## src/rtl/alu_pkg.sv

```systemverilog
// rtl/alu_pkg.sv - opcodes, FSM state encoding and overflow helper for multicycle_alu
package alu_pkg;

   localparam logic [3:0] OP_ADD = 4'h0;
   localparam logic [3:0] OP_SUB = 4'h1;
   localparam logic [3:0] OP_NOT = 4'h2;
   localparam logic [3:0] OP_AND = 4'h3;
   localparam logic [3:0] OP_OR  = 4'h4;
   localparam logic [3:0] OP_XOR = 4'h5;
   localparam logic [3:0] OP_NOR = 4'h6;
   localparam logic [3:0] OP_SLT = 4'h7;
   localparam logic [3:0] OP_SLL = 4'h8;
   localparam logic [3:0] OP_SRL = 4'h9;
   localparam logic [3:0] OP_SRA = 4'hA;
   localparam logic [3:0] OP_EQ  = 4'hB;
   localparam logic [3:0] OP_NE  = 4'hC;

   typedef enum logic [1:0] {
      IDLE  = 2'd0,
      SHIFT = 2'd1,
      DONE  = 2'd2
   } state_t;

   // Signed overflow: operands (b inverted for sub) agree in sign but the result does not.
   function automatic logic addsub_ovf(input logic is_sub, input logic a_msb,
                                       input logic b_msb, input logic f_msb);
      logic signs_agree;
      signs_agree = is_sub ? (a_msb ^ b_msb) : ~(a_msb ^ b_msb);
      return signs_agree & (a_msb ^ f_msb);
   endfunction

endpackage

```

## src/rtl/multicycle_alu_if.sv

```systemverilog
// rtl/multicycle_alu_if.sv - operand/result handshake bundle for multicycle_alu
interface multicycle_alu_if #(
   parameter int WIDTH = 32
);
   localparam int SHAMT_W = $clog2(WIDTH);

   logic               in_valid;
   logic               in_ready;
   logic [WIDTH-1:0]   a;
   logic [WIDTH-1:0]   b;
   logic [3:0]         op;
   logic [SHAMT_W-1:0] shamt;
   logic               out_valid;
   logic               out_ready;
   logic [WIDTH-1:0]   f;
   logic               ovf;
   logic               zero;

   modport master (
      output in_valid, a, b, op, shamt, out_ready,
      input  in_ready, out_valid, f, ovf, zero
   );

   modport slave (
      input  in_valid, a, b, op, shamt, out_ready,
      output in_ready, out_valid, f, ovf, zero
   );

endinterface

```

## src/rtl/alu_shift_unit.sv

```systemverilog
// rtl/alu_shift_unit.sv - one-bit-per-cycle shifter, or a barrel shifter under ALU_BARREL_SHIFT_EN
// result_o is the value after this cycle's step; on start_i the first step is applied to data_i.
module alu_shift_unit #(
   parameter  int WIDTH   = 32,
   localparam int SHAMT_W = $clog2(WIDTH)
) (
   input  logic               clk,
   input  logic               rst,
   input  logic               start_i,
   input  logic               dir_i,
   input  logic               arith_i,
   input  logic [SHAMT_W-1:0] shamt_i,
   input  logic [WIDTH-1:0]   data_i,
   output logic               busy_o,
   output logic               last_o,
   output logic [WIDTH-1:0]   result_o
);

`ifdef ALU_BARREL_SHIFT_EN

   logic unused_ok;
   assign unused_ok = ^{clk, rst, start_i};
   assign busy_o    = 1'b0;
   assign last_o    = 1'b0;

   always_comb begin
      result_o = data_i << shamt_i;
      if (dir_i) begin
         if (arith_i) result_o = $unsigned($signed(data_i) >>> shamt_i);
         else         result_o = data_i >> shamt_i;
      end
   end

`else

   logic [WIDTH-1:0]   data_q;
   logic [SHAMT_W-1:0] cnt_q, cnt_d;
   logic               dir_q, arith_q;
   logic [WIDTH-1:0]   src;
   logic               dir_s, arith_s;

   always_comb begin
      src     = start_i ? data_i  : data_q;
      dir_s   = start_i ? dir_i   : dir_q;
      arith_s = start_i ? arith_i : arith_q;
      if (dir_s) result_o = {arith_s & src[WIDTH-1], src[WIDTH-1:1]};
      else       result_o = {src[WIDTH-2:0], 1'b0};
   end

   always_comb begin
      cnt_d = cnt_q;
      if (start_i) begin
         if (shamt_i != '0) cnt_d = shamt_i - SHAMT_W'(1);
      end else if (cnt_q != '0) begin
         cnt_d = cnt_q - SHAMT_W'(1);
      end
   end

   always_ff @(posedge clk) begin
      if (rst) begin
         data_q  <= '0;
         cnt_q   <= '0;
         dir_q   <= 1'b0;
         arith_q <= 1'b0;
      end else begin
         cnt_q <= cnt_d;
         if (start_i || cnt_q != '0) data_q <= result_o;
         if (start_i) begin
            dir_q   <= dir_i;
            arith_q <= arith_i;
         end
      end
   end

   assign busy_o = (cnt_q != '0);
   assign last_o = (cnt_q == SHAMT_W'(1));

`endif

endmodule

```

## src/rtl/multicycle_alu.sv

```systemverilog
// rtl/multicycle_alu.sv - registered ALU with valid/ready handshake; ALU_BARREL_SHIFT_EN selects one-cycle shifts
module multicycle_alu
   import alu_pkg::*;
#(
   parameter  int WIDTH   = 32,
   localparam int SHAMT_W = $clog2(WIDTH)
) (
   input logic             clk,
   input logic             rst,
   multicycle_alu_if.slave bus
);

   state_t           state_q, state_d;
   logic [WIDTH-1:0] f_q, f_d;
   logic             ovf_q, ovf_d;
   logic             zero_q, zero_d;

   logic             accept;
   logic             is_shift;
   logic             shift_start;
   logic             shift_busy;
   logic             shift_last;
   logic [WIDTH-1:0] shift_result;
   logic [WIDTH-1:0] sum, diff;
   logic [WIDTH-1:0] alu_f;
   logic             alu_ovf, alu_zero;

   assign bus.in_ready  = (state_q == IDLE) && !rst;
   assign bus.out_valid = (state_q == DONE);
   assign bus.f         = f_q;
   assign bus.ovf       = ovf_q;
   assign bus.zero      = zero_q;

   assign accept   = bus.in_valid && bus.in_ready;
   assign is_shift = (bus.op == OP_SLL) || (bus.op == OP_SRL) || (bus.op == OP_SRA);
   assign sum      = bus.a + bus.b;
   assign diff     = bus.a - bus.b;

   alu_shift_unit #(.WIDTH(WIDTH)) u_shift (
      .clk      (clk),
      .rst      (rst),
      .start_i  (shift_start),
      .dir_i    (bus.op != OP_SLL),
      .arith_i  (bus.op == OP_SRA),
      .shamt_i  (bus.shamt),
      .data_i   (bus.a),
      .busy_o   (shift_busy),
      .last_o   (shift_last),
      .result_o (shift_result)
   );

`ifdef ALU_BARREL_SHIFT_EN
   logic unused_shift;
   assign unused_shift = shift_busy ^ shift_last;
`else
   logic unused_shift;
   assign unused_shift = shift_busy;
`endif

   always_comb begin
      alu_f    = '0;
      alu_ovf  = 1'b0;
      alu_zero = 1'b0;
      case (bus.op)
         OP_ADD: begin
            alu_f   = sum;
            alu_ovf = addsub_ovf(1'b0, bus.a[WIDTH-1], bus.b[WIDTH-1], sum[WIDTH-1]);
         end
         OP_SUB: begin
            alu_f   = diff;
            alu_ovf = addsub_ovf(1'b1, bus.a[WIDTH-1], bus.b[WIDTH-1], diff[WIDTH-1]);
         end
         OP_NOT: alu_f = ~bus.b;
         OP_AND: alu_f = bus.a & bus.b;
         OP_OR:  alu_f = bus.a | bus.b;
         OP_XOR: alu_f = bus.a ^ bus.b;
         OP_NOR: alu_f = ~(bus.a | bus.b);
         OP_SLT: alu_f = {{(WIDTH-1){1'b0}}, $signed(bus.a) < $signed(bus.b)};
         OP_SLL, OP_SRL, OP_SRA: alu_f = (bus.shamt == '0) ? bus.a : shift_result;
         OP_EQ:  alu_zero = (bus.a == bus.b);
         OP_NE:  alu_zero = (bus.a != bus.b);
         default: ;
      endcase
   end

   // The first shift step happens on the accept edge, so an n-bit shift reaches DONE n cycles later.
   always_comb begin
      state_d     = state_q;
      f_d         = f_q;
      ovf_d       = ovf_q;
      zero_d      = zero_q;
      shift_start = 1'b0;
      case (state_q)
         IDLE: begin
            if (accept) begin
               f_d         = alu_f;
               ovf_d       = alu_ovf;
               zero_d      = alu_zero;
               shift_start = is_shift;
               state_d     = DONE;
`ifndef ALU_BARREL_SHIFT_EN
               if (is_shift && bus.shamt > SHAMT_W'(1)) state_d = SHIFT;
`endif
            end
         end
`ifndef ALU_BARREL_SHIFT_EN
         SHIFT: begin
            f_d = shift_result;
            if (shift_last) state_d = DONE;
         end
`endif
         DONE: begin
            if (bus.out_ready) state_d = IDLE;
         end
         default: state_d = IDLE;
      endcase
   end

   always_ff @(posedge clk) begin
      if (rst) begin
         state_q <= IDLE;
         f_q     <= '0;
         ovf_q   <= 1'b0;
         zero_q  <= 1'b0;
      end else begin
         state_q <= state_d;
         f_q     <= f_d;
         ovf_q   <= ovf_d;
         zero_q  <= zero_d;
      end
   end

endmodule

```

## src/flat_wrapper.sv

```systemverilog
// flat-port wrapper written by rule: the top's interface ports become plain ports
module multicycle_alu_flat import alu_pkg::*;
#(
   parameter  int WIDTH   = 32,
   localparam int SHAMT_W = $clog2(WIDTH)
)
  (clk, rst, bus_in_valid, bus_a, bus_b, bus_op, bus_shamt, bus_out_ready, bus_in_ready, bus_out_valid, bus_f, bus_ovf, bus_zero);
  multicycle_alu_if #(.WIDTH(WIDTH)) bus_i ();
  input logic clk;
  input logic rst;
  input wire logic [$bits(bus_i.in_valid)-1:0] bus_in_valid;
  input wire logic [$bits(bus_i.a)-1:0] bus_a;
  input wire logic [$bits(bus_i.b)-1:0] bus_b;
  input wire logic [$bits(bus_i.op)-1:0] bus_op;
  input wire logic [$bits(bus_i.shamt)-1:0] bus_shamt;
  input wire logic [$bits(bus_i.out_ready)-1:0] bus_out_ready;
  output wire logic [$bits(bus_i.in_ready)-1:0] bus_in_ready;
  output wire logic [$bits(bus_i.out_valid)-1:0] bus_out_valid;
  output wire logic [$bits(bus_i.f)-1:0] bus_f;
  output wire logic [$bits(bus_i.ovf)-1:0] bus_ovf;
  output wire logic [$bits(bus_i.zero)-1:0] bus_zero;
  assign bus_i.in_valid = bus_in_valid;
  assign bus_i.a = bus_a;
  assign bus_i.b = bus_b;
  assign bus_i.op = bus_op;
  assign bus_i.shamt = bus_shamt;
  assign bus_i.out_ready = bus_out_ready;
  assign bus_in_ready = bus_i.in_ready;
  assign bus_out_valid = bus_i.out_valid;
  assign bus_f = bus_i.f;
  assign bus_ovf = bus_i.ovf;
  assign bus_zero = bus_i.zero;
  multicycle_alu #(.WIDTH(WIDTH)) u_core (.clk(clk), .rst(rst), .bus(bus_i));
endmodule
```

## config.mk

```make
export PLATFORM = sky130hd
export DESIGN_NAME = multicycle_alu_flat
export DESIGN_NICKNAME = d
export VERILOG_FILES = /design/src/rtl/alu_pkg.sv /design/src/rtl/multicycle_alu_if.sv /design/src/rtl/alu_shift_unit.sv /design/src/rtl/multicycle_alu.sv /design/src/flat_wrapper.sv
export SDC_FILE = /design/constraint.sdc
export NUM_CORES = 1
export LEC_CHECK = 0
export ABC_AREA = 1
export ABC_CLOCK_PERIOD_IN_PS = 3100
export CELL_PAD_IN_SITES_DETAIL_PLACEMENT = 0
export CELL_PAD_IN_SITES_GLOBAL_PLACEMENT = 1
export CORE_MARGIN = 2
export CORE_UTILIZATION = 40
export DETAILED_ROUTE_END_ITERATION = 10
export HOLD_SLACK_MARGIN = 0.1
export PLACE_DENSITY_LB_ADDON = 0.1
export SLEW_MARGIN = 20
export SYNTH_ARGS = -nofsm -noshare
export SYNTH_HDL_FRONTEND = slang
export SYNTH_HIERARCHICAL = 1
export SYNTH_SLANG_ARGS = --single-unit
```

## constraint.sdc

```tcl
create_clock -name clk -period 3.1 [get_ports clk]
set_clock_uncertainty 0.15 [all_clocks]
set_input_delay 0.62 -clock clk [delete_from_list [all_inputs] [get_ports clk]]
set_output_delay 0.62 -clock clk [all_outputs]
set_load 0.03 [all_outputs]
```

==> summary.txt <==
Clock network
  • CTS tree: yes
  • Clk Latency, worst-skew pair: 0.34 ns
  • Max Root-Sink Buffers: 2
  • CTS root buffer: clkbuf_16
  • Clock transition at path regs: 0.06 ns
  • CTS Hold Bufs: 0
  • Clock sink count: 75
  • Htree depth: 3
  • Num CTS Buffers: 9

Global routing
  • All-layer global routing usage: 37.0%
  • Largest net degree at the start of global routing: 44
  • Global route overflow: 0
  • Vias in the first global route: 15.2k
  • First-pass GRT wire length: 85700 um
  • Initial antenna violation count: 0

Yosys
  • Yosys warnings: 6
  • Mapped Cells: 2129
  • Net Count, Synth: 2307
  • Post-Syn Area: 11600 sq um
  • Synthesized area per cell: 5.46 sq um

Power and ir drop
  • Leak: 9.32 nW
  • Int Pwr: 3.68 mW
  • P_sw: 3.04 mW
  • Worst VDD drop: 0.335 mV
  • Switching share of power: 45.2%
  • Total power per unit cell area: 390 nW/um^2
  • Reg power frac: 20.5%
  • Clock power frac: 15.2%
  • Combinational Power Share: 64.3%
  • Final Power: 6.73 mW

Placement
  • PortBufs: 112
  • RePlAce Congestion: 1.05
  • Post-DP HPWL: 47300 um

Floorplanning
  • DIE AREA: 30400 sq um
  • Core Region: 28600 sq um
  • Row cnt: 62
  • Initial cell density of the core: 40.6%
  • I/O pins: 113
  • Die Width: 174 um
  • Die height: 174 um

Setup path
  • WP data arrival: 3.20 ns
  • R2r startpoint: u_core/state_q[1]
  • Setup crit end kind: flip-flop
  • CP max stage delay: 0.55 ns
  • CP Class: input port to flip-flop
  • Worst setup startpoint: bus_b[30]
  • Slowest stage cell, crit path: clkdlybuf4s50_1
  • Worst path most repeated cell: inv_1
  • Critical-path cell list: clkdlybuf4s50_1 -> inv_1 -> ha_1 -> buf_4 -> inv_1 -> o21bai_1 -> nor2_1 -> nand2_1 -> a21oi_2 -> buf_4 -> nand3_1 -> nand4_1 -> nand3_1 -> nand2_1 -> inv_1
  • CP Max Fanout: 5
  • Startpoint types: input port
  • CP required: 3.24 ns

Detailed routing
  • Initial DRC Count: 1364
  • Pre-antenna DRT Iters: 7
  • Vias per cell: 5.24
  • DR DRC count: 0
  • Via count: 15.9k
  • Remaining antenna violation count after routing: 0
  • DRT Wirelength: 57800 um
  • Routed len/inst: 19.0 um

Timing
  • Count of final max-slew check failures: 0
  • Worst slew margin: 30.4%
  • Max Clk Rate: 0.326 GHz
  • Unrepaired setup endpoints after global routing: true
  • Fin crit period: 3.06 ns
  • Setup violators final: 0
  • Slew @ Worst Pin: 1.04 ns
  • Fin crit share: 98.9%
  • Final hold violation count: 0

Finish
  • Antenna Cells: 0
  • Nets: 2823
  • Layout fillers: 2939
  • Layout area overhead: 48.3%
  • Commonest non-fill, non-tap cell in the layout: nand2_1
  • Finished Core Util: 60.2%
  • Most frequent cells in the layout: 701 x nand2_1, 471 x buf_4, 350 x inv_1
  • Reg area: 1500 sq um
  • Footprint of the multi-input gates: 8670 sq um
  • Share of cells above drive strength 1: 25.8%

Job
  • Max_cap viols: 0

Hold path
  • Hold_sp: u_core/bus.zero
  • Worst hold path type: flip-flop to flip-flop

Outcome
  • Status: completed
final timing paths:
kind                      endpoint  slack [ns]  cells after the start
hold reg to reg    u_core/bus.zero        0.32                      2
hold / removal     u_core/bus.zero        0.32                      2
setup reg to reg  u_core/bus.f[11]        0.27                     18
setup / recovery    u_core/bus.ovf        0.04                     15
per-layer routing:
metal / vias up / GRT usage (%) / share of wire [%]
met5: - / 0 / 0
met4: 0 / 25.0 / 7.7
met3: 187 / 3.22 / 6.6
met2: 709 / 63.1 / 47
met1: 7263 / 44.3 / 39
li1: 7743 / - / -
metrics by stage:
stage / setup TNS, ns / hold slack (ns) / instance area (sq um) / setup slack, ns / cells
5_1_grt: -0.0214 / 0.349 / 17200 / -0.00642 / 3034
3_3_place_gp: -11.94 / 0.306 / 16400 / -0.623 / 3015
4_1_cts: -0.0352 / 0.322 / 16800 / -0.0352 / 3033
6_report: 0 / 0.321 / 17200 / 0.0352 / 3034
2_1_floorplan: 0 / 0.290 / 11600 / 0.119 / 2129
3_5_place_dp: -12.65 / 0.313 / 16400 / -0.631 / 3015
area by class of cell:
class | count | share of cell area (%)
well taps | 384 | 2.79
repair buffers | 596 | 28.4
clock buffers | 10 | 1.39
inverters | 370 | 8.09
clock inverters | 6 | 0.283
flip-flops and latches | 75 | 8.71
multi-input cells | 1593 | 50.3
critical path, delay by kind of cell:
family          cells  cell delay, ns
simple gates        6            0.70
buf+inv             6            1.06
compound gates      2            0.37
fa+ha+maj           1            0.43
flip-flops by register name (all words and copies together), names as in the netlist:
signal,cells
u_core/u_shift/dir_q,1
u_core/bus.f,32
u_core/u_shift/cnt_q,5
u_core/u_shift/data_q,32
u_core/bus.zero,1
u_core/bus.ovf,1
u_core/u_shift/arith_q,1
u_core/state_q,2
what timing repair did:
action | CTS | global route
pin swaps | 17 | 19
buffers inserted | 2 | 1
cloned | 0 | 0
setup endpoints to repair | 19 | 30
gates resized for setup | 41 | 108
power by group through the flow:
stage               logic, mW  clock network, mW  registers [mW]
global placement         4.07                  0            1.38
detailed placement       4.10                  0            1.39
floorplan                2.09                  0            1.40
CTS                      4.16               1.04            1.37
finish                   4.33               1.02            1.38
global route             4.72               1.07            1.40
Power figures use the tool's default switching activity.
==> edit 1 (same flow settings) <==
`WIDTH` is set to 32 in 4 places; all go to 16.
--- a/src/rtl/multicycle_alu_if.sv
+++ b/src/rtl/multicycle_alu_if.sv
@@ -1,5 +1,5 @@
 // rtl/multicycle_alu_if.sv - operand/result handshake bundle for multicycle_alu
 interface multicycle_alu_if #(
-   parameter int WIDTH = 32
+   parameter int WIDTH = 16
 );
    localparam int SHAMT_W = $clog2(WIDTH);
--- a/src/rtl/alu_shift_unit.sv
+++ b/src/rtl/alu_shift_unit.sv
@@ -2,5 +2,5 @@
 // result_o is the value after this cycle's step; on start_i the first step is applied to data_i.
 module alu_shift_unit #(
-   parameter  int WIDTH   = 32,
+   parameter  int WIDTH   = 16,
    localparam int SHAMT_W = $clog2(WIDTH)
 ) (
--- a/src/rtl/multicycle_alu.sv
+++ b/src/rtl/multicycle_alu.sv
@@ -3,5 +3,5 @@
    import alu_pkg::*;
 #(
-   parameter  int WIDTH   = 32,
+   parameter  int WIDTH   = 16,
    localparam int SHAMT_W = $clog2(WIDTH)
 ) (
--- a/src/flat_wrapper.sv
+++ b/src/flat_wrapper.sv
@@ -2,5 +2,5 @@
 module multicycle_alu_flat import alu_pkg::*;
 #(
-   parameter  int WIDTH   = 32,
+   parameter  int WIDTH   = 16,
    localparam int SHAMT_W = $clog2(WIDTH)
 )
Ports: changed (resized bus_a, bus_b, bus_f and bus_shamt); port bits go from 113 to 64. No check against the original RTL was run, so the function may have changed too.
==> edit 1 against the original RTL <==
Die area fell by 49%. Wire length fell by 61%. Sequential cell count is 33 lower. Final area fell by 54%. Utilization down 3.6 points. Combinational power decreased by 55%. Worst setup slack improved by 120 ps. Power shrank 52%. Synthesized area is 50% lower.
==> edit 1: results <==
export IMPL_status="finished clean"
export IMPL_tightest_slew_ps=692
export IMPL_firstDrtPassIters=5
export IMPL_grt_usage_pct=28.4
export IMPL_wl_per_cell_um=15.7
export IMPL_nMultiInputCombCells=766
export IMPL_finalNetCount=1349
export IMPL_nFillCells=1504
export IMPL_dp_slack_ps=-311
export IMPL_pg_clk_uw=509
export IMPL_multi_input_area_um2=4000
export IMPL_place_congestion=0.955
export IMPL_seq_power_share_pct=24.1
export IMPL_row_count=43
export IMPL_first_iter_violations=572
export IMPL_arrival_ps=2960
export IMPL_seqCellArea_um2=841
export IMPL_cts_resized=2
export IMPL_avgSynthCellArea_um2=5.49
export IMPL_met1_usage_pct=40.3
export IMPL_cellInternalPower_uw=1810
export IMPL_drive_gt1_share_pct=15.3
export IMPL_placed_area_um2=7680
export IMPL_vias=7228
export IMPL_fin_util_pct=56.6
export IMPL_grt_pass1_vias=6715
export IMPL_final_nonclk_buf_share_pct=24.2
export IMPL_cts_sinks=42
export IMPL_clkCellAreaFrac_pct=1.68
export IMPL_clkbuf_count=7
export IMPL_port_buffers=63
export IMPL_dpl_cell_count=1420
export IMPL_nNonClkBuffers=223
export IMPL_power_leakage_uw=0.00431
export IMPL_grt_use_met2_pct=45.2
export IMPL_dp_hpwl_um=18200
export IMPL_htree_levels=2
export IMPL_clk_latency_ps=290
export IMPL_routed_wl_um=22500
export IMPL_grt_first_pass_wirelength_um=35000
export IMPL_vdd_drop_max_v=0.000256
export IMPL_power_density_nw_per_um2=405
edit 1: critical path: stages:
cell             delay, ps
clkdlybuf4s50_1        430
nor2_2                 130
nand2_1                140
nor2_4                 200
buf_12                 160
o21ai_4                 80
buf_12                 140
buf_4                  120
o21ai_2                140
inv_1                   80
nand2_1                 80
o21ai_0                 80
nand2_1                 80
nand4_1                230
a21oi_1                200
nor2_1                  50
edit 1: routing by layer:
layer	wire, um	up-vias
met4	690	0
met3	1140	38
li1	-	3753
met2	9780	206
met1	10900	3231
met5	0	-
edit 1: path summary, 6_finish.rpt:
kind / slack [ps] / cells past startpoint / startpoint / endpoint
worst max-delay path: 160 / 16 / rst / u_core/bus.f[7]
worst min register to register: 320 / 2 / u_core/bus.zero / u_core/bus.zero
worst max register to register: 400 / 17 / u_core/state_q[0] / u_core/bus.f[7]
worst min-delay path: 320 / 2 / u_core/bus.zero / u_core/bus.zero
==> edit 2 (same settings) <==
Made on the original files. The 3 states of `state_t` get a one-hot encoding in 3 bits.
--- a/src/rtl/alu_pkg.sv
+++ b/src/rtl/alu_pkg.sv
@@ -16,8 +16,8 @@
    localparam logic [3:0] OP_NE  = 4'hC;
 
-   typedef enum logic [1:0] {
-      IDLE  = 2'd0,
-      SHIFT = 2'd1,
-      DONE  = 2'd2
+   typedef enum logic [2:0] {
+      IDLE  = 3'b001,
+      SHIFT = 3'b010,
+      DONE  = 3'b100
    } state_t;
 
Behaviour: same outputs for any inputs over 4 cycles, from zero or initial values and one cycle with rst high; so few cycles prove little.
==> edit 2 against the original RTL <==
Wire length down 3.2%. Synthesized cell count increased by 1.8%. Die area shrank 0.65%. Sequential cell count is 1 higher. Synthesized area down 0.67%. Non-clock buffer count down 61. Final area is 2.3% lower. Final cell count fell by 0.63%. Fmax grew 1.0%. Worst setup slack improved by 32 ps. Power is 7.9% higher. Utilization is 1.2 points lower. Critical endpoint is now u_core/bus.f[20]. Largest power group unchanged. Highest routed layer unchanged.
==> edit 2: results <==
export IMPL_status="finished clean"
export IMPL_routed_wl_um=55900
export IMPL_antenna_found_initial=0
export IMPL_power_leakage_uw=0.00896
export IMPL_path_clk_slew_ps=60
export IMPL_diodes=0
export IMPL_grt_first_pass_wirelength_um=83400
export IMPL_first_iter_violations=1434
export IMPL_hold_start="u_core/u_shift/arith_q"
export IMPL_maxSlewHeadroom_pct=36.8
export IMPL_worst_r2r_cell_count=19
export IMPL_vdd_drop_max_v=0.000444
export IMPL_r2r_slack_ps=180
export IMPL_arrival_ps=3090
export IMPL_synth_nets=2346
export IMPL_finalNetCount=2805
export IMPL_vias_per_cell=5.20
export IMPL_holdPathEnd="u_core/u_shift/arith_q"
export IMPL_critPathMaxFanout=7
export IMPL_cellInternalPower_uw=4040
export IMPL_regToRegStartpoint="u_core/state_q[0]"
export IMPL_r2r_end="u_core/bus.f[3]"
export IMPL_hp_class="flip-flop to flip-flop"
export IMPL_clk_latency_ps=350
export IMPL_grt_max_degree=43
export IMPL_grt_usage_pct=35.9
export IMPL_dp_hpwl_um=44800
export IMPL_htree_levels=3
export IMPL_drive_gt1_share_pct=21.7
export IMPL_firstDrtPassIters=6
export IMPL_hold_slack_ps=322
export IMPL_grt_pass1_vias=14900
export IMPL_whs_path_depth=2
export IMPL_place_congestion=1.01
export IMPL_dp_slack_ps=-662
[edit 2: power by group through the flow]
stage	combinational, uW	sequential, uW	clock [uW]
after floorplan	2290	1440	0
after global placement	4250	1400	0
after detailed placement	4290	1410	0
after CTS	4350	1400	1330
after global routing	4980	1430	1370
final	4530	1400	1330
[edit 2: layer usage]
metal | track usage (%) | part of all wire (%) | vias up
met5 | 0 | 0 | -
met4 | 23.3 | 7.4 | 0
met3 | 3.05 | 5.6 | 176
met1 | 41.8 | 40 | 7097
li1 | - | - | 7698
met2 | 63.1 | 47 | 705
[edit 2: worst max path at each step]
stage          slack (ps)  depth (start not counted)      start          endpoint
2_1_floorplan         330                         18  bus_op[0]  u_core/bus.f[20]
3_3_place_gp         -670                         18  bus_op[3]  u_core/bus.f[29]
3_5_place_dp         -660                         18  bus_op[3]   u_core/bus.f[9]
4_1_cts                 4                         16   bus_a[5]  u_core/bus.f[19]
5_1_grt               -50                         15   bus_a[8]  u_core/bus.f[15]
6_report               70                         14  bus_b[13]  u_core/bus.f[20]
[edit 2: through the flow]
| stage | total power, uW | util (%) | std cells | instance area [um2] |
|---|---|---|---|---|
| 3_3_place_gp | 5660 | 55.4 | 2982 | 15800 |
| 6_report | 7260 | 59.0 | 3015 | 16800 |
| 4_1_cts | 7080 | 57.3 | 3010 | 16400 |
| 2_1_floorplan | 3730 | - | 2168 | 11500 |
| 5_1_grt | 7780 | 59.0 | 3015 | 16800 |
| 3_5_place_dp | 5700 | 55.4 | 2982 | 15800 |
[edit 2: what timing repair did]
action,CTS,global route
buffers inserted,13,4
setup endpoints to repair,20,30
gates cloned,0,1
pin swaps,11,11
gates resized for setup,31,97
[edit 2: worst max-delay path: stages]
cell	delay, ps
clkdlybuf4s50_1	560
inv_1	90
ha_2	350
nor2_2	170
nand2_1	190
nor2_4	170
buf_4	130
nand3_1	170
nand3_1	140
nand2_1	50
nand3_1	60
nand3_1	140
a21oi_2	180
nor2_1	40
[edit 2: final cells by class]
type                       instances  area, um2
sequential                        76       1520
fill                            2968      11700
clock inverter                     6        138
inverter                         379       1430
clock buffer                       9        225
timing repair buffer             535       4490
tap                              384        480
multi-input combinational       1626       8560
